## src/rtl/fsqrt_dispatch.sv

```systemverilog
// Front end of the FPU square-root core: classifies binary32 operands,
// resolves special values locally and runs the core start/done handshake.
module fsqrt_dispatch #(
    parameter int TIMEOUT = 64,
    parameter bit FTZ     = 1'b1
) (
    input  logic        clk,
    input  logic        rst,
    input  logic        req_valid,
    output logic        req_ready,
    input  logic [31:0] req_operand,
    output logic        core_start,
    output logic [31:0] core_operand,
    input  logic        core_done,
    input  logic [31:0] core_result,
    input  logic        core_flag_nx,
    output logic        resp_valid,
    input  logic        resp_ready,
    output logic [31:0] resp_result,
    output logic        resp_flag_nv,
    output logic        resp_flag_nx,
    output logic        resp_timeout
);

    localparam logic [1:0] IDLE      = 2'd0;
    localparam logic [1:0] CORE_WAIT = 2'd1;
    localparam logic [1:0] RESP      = 2'd2;

    localparam logic [31:0] CANON_NAN    = 32'h7FC0_0000;
    localparam logic [31:0] POS_INF      = 32'h7F80_0000;
    localparam logic [15:0] TIMEOUT_LAST = 16'(TIMEOUT - 1);

    logic [1:0]  state;
    logic [15:0] wait_count;
    logic        core_busy;
    logic        accept;

    logic        op_sign;
    logic [7:0]  op_exp;
    logic [22:0] op_frac;
    logic [22:0] eff_frac;
    logic        is_nan;
    logic        is_zero;
    logic        to_core;
    logic [31:0] special_result;
    logic        special_nv;

    // A core that has not yet answered still owns the datapath, so block new work.
    assign req_ready = rst & (state == IDLE) & ~core_busy;
    assign accept    = req_valid & req_ready;

    // Denormals are flushed before anything else so they classify as signed zero.
    always_comb begin
        op_sign  = req_operand[31];
        op_exp   = req_operand[30:23];
        op_frac  = req_operand[22:0];
        eff_frac = op_frac;
        if (FTZ && (op_exp == 8'h00)) begin
            eff_frac = 23'd0;
        end
        is_nan  = (op_exp == 8'hFF) && (eff_frac != 23'd0);
        is_zero = (op_exp == 8'h00) && (eff_frac == 23'd0);
    end

    always_comb begin
        to_core        = 1'b0;
        special_result = CANON_NAN;
        special_nv     = 1'b0;
        if (is_nan) begin
            special_nv = ~eff_frac[22];
        end else if (is_zero) begin
            special_result = {op_sign, 31'd0};
        end else if (op_sign) begin
            special_nv = 1'b1;
        end else if (op_exp == 8'hFF) begin
            special_result = POS_INF;
        end else begin
            to_core = 1'b1;
        end
    end

    // A done pulse always frees the core, even when it arrives after a timeout.
    always_ff @(posedge clk or negedge rst) begin
        if (!rst) begin
            core_busy <= 1'b0;
        end else if (core_done) begin
            core_busy <= 1'b0;
        end else if (core_start) begin
            core_busy <= 1'b1;
        end
    end

    always_ff @(posedge clk or negedge rst) begin
        if (!rst) begin
            state        <= IDLE;
            wait_count   <= 16'd0;
            core_start   <= 1'b0;
            core_operand <= 32'd0;
            resp_valid   <= 1'b0;
            resp_result  <= 32'd0;
            resp_flag_nv <= 1'b0;
            resp_flag_nx <= 1'b0;
            resp_timeout <= 1'b0;
        end else begin
            core_start <= 1'b0;
            case (state)
                IDLE: begin
                    if (accept) begin
                        if (to_core) begin
                            core_operand <= req_operand;
                            core_start   <= 1'b1;
                            wait_count   <= 16'd0;
                            state        <= CORE_WAIT;
                        end else begin
                            resp_result  <= special_result;
                            resp_flag_nv <= special_nv;
                            resp_flag_nx <= 1'b0;
                            resp_timeout <= 1'b0;
                            resp_valid   <= 1'b1;
                            state        <= RESP;
                        end
                    end
                end
                // core_done takes priority over a timeout landing in the same cycle.
                CORE_WAIT: begin
                    if (core_done) begin
                        resp_result  <= core_result;
                        resp_flag_nx <= core_flag_nx;
                        resp_flag_nv <= 1'b0;
                        resp_timeout <= 1'b0;
                        resp_valid   <= 1'b1;
                        wait_count   <= 16'd0;
                        state        <= RESP;
                    end else if (wait_count == TIMEOUT_LAST) begin
                        resp_result  <= CANON_NAN;
                        resp_flag_nx <= 1'b0;
                        resp_flag_nv <= 1'b0;
                        resp_timeout <= 1'b1;
                        resp_valid   <= 1'b1;
                        wait_count   <= 16'd0;
                        state        <= RESP;
                    end else begin
                        wait_count <= wait_count + 16'd1;
                    end
                end
                RESP: begin
                    if (resp_ready) begin
                        resp_valid   <= 1'b0;
                        resp_flag_nv <= 1'b0;
                        resp_flag_nx <= 1'b0;
                        resp_timeout <= 1'b0;
                        state        <= IDLE;
                    end
                end
                default: begin
                    state <= IDLE;
                end
            endcase
        end
    end

endmodule

```

## config.mk

```make
export PLATFORM = sky130hd
export DESIGN_NAME = fsqrt_dispatch
export DESIGN_NICKNAME = d
export VERILOG_FILES = /design/src/rtl/fsqrt_dispatch.sv
export SDC_FILE = /design/constraint.sdc
export NUM_CORES = 1
export LEC_CHECK = 0
export BUFFER_PORTS_ARGS = -buffer_cell sky130_fd_sc_hd__buf_2
export CELL_PAD_IN_SITES_DETAIL_PLACEMENT = 0
export CELL_PAD_IN_SITES_GLOBAL_PLACEMENT = 1
export CORE_MARGIN = 2
export CORE_UTILIZATION = 38
export CTS_BUF_LIST = sky130_fd_sc_hd__clkbuf_16
export DETAILED_ROUTE_END_ITERATION = 10
export GPL_TIMING_DRIVEN = 1
export PLACE_DENSITY_LB_ADDON = 0.1
export SYNTH_ARGS = -nofsm -noshare
export SYNTH_HDL_FRONTEND = slang
export SYNTH_SLANG_ARGS = --single-unit
```

## constraint.sdc

```tcl
create_clock -name clk -period 2.9 [get_ports clk]
set_input_delay 0.58 -clock clk [delete_from_list [all_inputs] [get_ports clk]]
set_output_delay 0.58 -clock clk [all_outputs]
set_load 0.01 [all_outputs]
```

# Word level (Yosys, flattened, before mapping)
# Index checks and enable logic that the tools add are counted.
# W data, S select, Z words.
[word_totals]
ff_bits = 88
inputBits = 70
output_inout_bits = 70
word_cells = 89
[op_classes]
add_sub_neg = 1
eq_ne = 9
n_mux = 50
bitwise = 5
reduce_logical = 14
[ops]
columns = ["cell", "n"]
rows = [
  ["$mux W32", 6],
  ["$mux W23", 3],
  ["$mux W16", 4],
  ["$pmux W32 S2", 1],
  ["$pmux W16 S2", 1],
  ["$mux W1", 25],
  ["$logic_not A23 Y1", 1],
  ["$reduce_bool A23 Y1", 1],
  ["$add A16 B1 Y16 const B", 1],
  ["$eq A16 B6 Y1 const B", 1],
  ["$pmux W1 S3", 4],
  ["$mux W2", 5],
  ["$reduce_and A3 Y1", 3],
  ["$eq A8 B8 Y1 const B", 1],
  ["$logic_not A8 Y1", 1],
  ["$ne A2 B2 Y1 const B", 4],
  ["$pmux W2 S3", 1],
  ["$reduce_and A5 Y1", 1],
  ["$reduce_and A4 Y1", 1],
  ["$reduce_bool A2 Y1", 2],
  ["$and A1 B1 Y1", 3],
  ["$ne A3 B3 Y1 const B", 1],
  ["$reduce_bool A3 Y1", 1],
  ["$eq A2 B1 Y1 const B", 1],
  ["4 further kinds", 6],
]

# Longest topological paths before layout
[logic_depth]
word_depth = 9
mapped_depth = 9
ltp_nobuf = 7

# Worst setup path before layout
# Ideal clock, no wire load.
[synth_timing]
path_type = "register to register"
startpoint = "register wait_count[12]"
endpoint = "register resp_result[10]"
setup_ps = 128
t_arrival_ps = 2301
required_ps = 2772
slack_ps = 471
path_stages_with_launch = 7
n_path_buf = 1
period_less_slack_ps = 2429
path_cell_list = "dfrtp_1 -> or4_1 -> nor4_4 -> nor2_2 -> a211oi_4 -> buf_4 -> mux2_1"
[synth_between]
elab_chain_cells = 3
[synth_lines]
columns = ["element", "line", "rtl"]
rows = [
  ["from (decl)", "34", "logic [15:0] wait_count;"],
  ["from (signal assigned)", "143", "wait_count <= wait_count + 16'd1;"],
  ["$eq A16 B6 Y1", "134", "end else if (wait_count == TIMEOUT_LAST) begin"],
  ["$ne A3 B3 Y1 (no line)", "n/a", ""],
  ["$reduce_and A4 Y1 (no line)", "n/a", ""],
  ["to (signal assigned)", "115", "resp_result <= special_result;"],
  ["to (signal assigned)", "127", "resp_result <= core_result;"],
  ["to (decl)", "19", "output logic [31:0] resp_result,"],
]
# Every way passes these cells.
# A chain may end at the register's enable or synchronous reset.

# Worst setup path in the final report
[layout_timing]
startpoint = "register state[1]"
endpoint = "register wait_count[10]"
[layout_between]
elab_chain_cells = 6
elab_cells_between_ends = 10
cone_classes = "eq/ne (3); mux (1); bitwise (3); reduce/logical (3)"
[layout_lines]
columns = ["element", "line", "rtl"]
rows = [
  ["from (decl)", "33", "logic [1:0] state;"],
  ["from (signal assigned)", "95", "state <= IDLE;"],
  ["from (signal assigned)", "113", "state <= CORE_WAIT;"],
  ["from (signal assigned)", "120", "state <= RESP;"],
  ["$logic_not A2 Y1", "49, 106", ""],
  ["$and A1 B1 Y1 (2 in series)", "49", "assign req_ready = rst & (state == IDLE) & ~core_busy;"],
  ["$and A1 B1 Y1", "50", "assign accept = req_valid & req_ready;"],
  ["$ne A2 B2 Y1 (no line)", "n/a", ""],
  ["$reduce_and A3 Y1 (no line)", "n/a", ""],
]
# Several ways; a longest one is shown, not always the timed one.

==> impl_metrics.tcl <==
set metrics [dict create \
    wl_per_cell_um 15.70 \
    p_leak_nw 2.707 \
    yosysWarnings 0 \
    port_buffers 139 \
    cts.htree.levels 3 \
    fin_hold_ws_ns 0.3396 \
    syn_nets 431 \
    grtUsageTotal 0.1838 \
    min_path_type "in2async" \
    synth-seq-area-share 0.5367 \
    crit_chain "inv_1, ha_1, nand2_1, nor3b_1, a41oi_1, buf_12, nand2b_1, o41ai_1" \
    rsz0062_at_grt "no" \
    worstMarginPinSlew_ns 0.5689 \
    synth_compound_area_frac 0.07716 \
    die_x_um 107.9 \
    drt_first_pass_iters 4 \
    start_util 0.3939 \
    insertion_delay_ns 0.34 \
    syn_avg_cell_area_sq_um 11.52 \
    cp-end-kind "flop" \
    use_met2 0.2925 \
    grt_use_met1 0.2383 \
    report.final.slew_viol_count 0 \
    async_reset_ff_frac 1.000 \
    max_cap_viol_count 0 \
    die_area_sq_um 11640 \
    synth_mux_area_frac 0.1833 \
    yosys_most_used_dff "dfrtp_1" \
    cts_buffers 9 \
    status "finished, final reports clean" \
    hold_viol 0 \
    grt_max_degree 46 \
    power.density_nw_per_um2 823.2 \
    drive_above_1_share 0.3956 \
    max_freq_mhz 396.0 \
    ant_nets 0 \
    clkSlewWorstSetupHoldPaths_ns 0.06 \
    peakVddDrop_v 0.0005008 \
    n_antenna_cell 0 \
    top_usage_layer "met2" \
    synth_seq_cells 88 \
    core-area_sq_um 10420 \
    setup_viol 0 \
    root_buffer "clkbuf_16" \
    gp_congestion 0.7710 \
    tns_ns 0 \
    grt_pass1_wl_mm 16.59 \
    required_ns 3.12 \
    drc_errors 0 \
    post_cts_resized 0 \
    place_ws_ns 0.3099 \
    clock_skew_ns 0.01014 \
    finalWorstSetupSlack_ns 0.3749 \
    synth_xor_area_frac 0 \
    pin_count 140 \
    antenna_found_initial 0 \
    holdBufCountCts 0 \
    grt_pass1_vias 3359 \
    synth_edf_count 0 \
    worstSetupPathType "reg2reg" \
    drt_iter0_drc 128 \
    cp_data_arrival_time_ns 2.74 \
    synth_top_family_by_area "multiplexers" \
    nNetsFinal 575 \
    yosys.area_share.simple 0.1519 \
    slew_headroom 0.6207 \
    post_cts_buffers 0 \
    cp_slowest_cell "dfrtp_1" \
    fin_crit_sh 0.8707 \
    synthTopCellsByCount "88 x dfrtp_1, 35 x mux2_2, 25 x and3_1, 22 x mux2_1, 22 x o21ai_0" \
    total_power_mw 4.325 \
    num_vias 3259 \
    die_h_um 107.9 \
    post-synth-top-area-cell "dfrtp_1" \
    overflow 0 \
    synthAdderAreaFrac 0.01525 \
    synthTopCellsByArea "dfrtp_1 54%, mux2_2 9.6%, mux2_1 6.0%" \
    cp_max_fo 21 \
    grt.met3_usage 0.06961 \
    period_needed_ns 2.525 \
    via_per_inst 5.100 \
    cts.path.max_buffers 2 \
    synthToLayoutAreaGrowth_pct 28.06 \
    tritoncts "yes" \
    rows 37 \
    syn_inst 356 \
    cts.sinks 88 \
    synth_area_sq_um 4103 \
    wirelength_mm 10.03 \
    start_kind "flop" \
    yosysMostFrequentCell "dfrtp_1" \
    slowest_delay_ns 0.40 \
    synth_top_area_frac 0.5367 \
    ys_types 42 \
    hpwlAfterDp_mm 7.325 \
]
metal layers:
metal	vias up	part of all wire
met5	-	0
li1	1568	-
met4	0	0.010
met3	9	0.071
met1	1590	0.44
met2	92	0.48
worst max-delay path, delay by kind of cell (launching register included):
kind | cells | cell delay (ns)
flops | 1 | 0.40
simple gates | 3 | 0.75
fa+ha+maj | 1 | 0.30
buf+inv | 2 | 0.31
compound gates | 2 | 0.64
final cells by class:
cell class                 instances  area (sq um)
sequential                        88          2202
timing repair buffer             149         810.8
fill                            1013          5162
tap                              136         170.2
multi-input combinational        233          1754
inverter                          19         71.32
clock inverter                     5         20.02
clock buffer                       9         225.2
cell usage in the layout, fill, tap and decap left out, types with 5 or more instances in the layout:
master	n
dfrtp_1	88
buf_4	8
mux2_1	22
ha_1	5
nand4_1	5
clkbuf_16	9
nand2_1	17
mux2i_1	11
mux2_2	35
nor2_1	13
inv_1	22
nand2b_1	5
or4_1	6
buf_2	138
o21ai_0	22
and3_1	25
nand3_1	10
nor4_1	8
nor3_1	8
a21oi_1	9
kinds of logic after synthesis:
family,count (synthesis)
and+or+nand+nor,110
DFF,88
muxes,68
AOI/OAI and AO/OA,50
buffers and inverters,35
adders and majority gates,5
stage by stage:
step / std cells / area, sq um / util
after floorplan: 356 / 4103 / -
after global placement: 625 / 5009 / 0.4808
after detailed placement: 625 / 5009 / 0.4808
after CTS: 639 / 5254 / 0.5044
after global routing: 639 / 5254 / 0.5044
final: 639 / 5254 / 0.5044
power breakdown:
part / total, mW / internal [mW] / switching [mW]
combinational: 1.53 / 0.741 / 0.788
sequential: 1.80 / 1.60 / 0.194
clock: 1.00 / 0.557 / 0.444
worst paths after layout:
check | from | end | slack [ns] | cells after the start
max in group asynchronous | rst | resp_result[5] | 1.58 | 3
setup / recovery | state[1] | wait_count[10] | 0.37 | 8
hold reg to reg | resp_result[14] | resp_result[14] | 0.48 | 1
setup reg to reg | state[1] | wait_count[10] | 0.37 | 8
min in group clk | resp_result[14] | resp_result[14] | 0.48 | 1
hold / removal | rst | wait_count[4] | 0.34 | 2
sequential cells by signal, summed over array words and instances (netlist names):
name / count
core_busy: 1
core_operand: 32
core_start: 1
resp_flag_nv: 1
resp_flag_nx: 1
resp_result: 32
resp_timeout: 1
resp_valid: 1
state: 2
wait_count: 16
(Power assumes the default switching activity.)
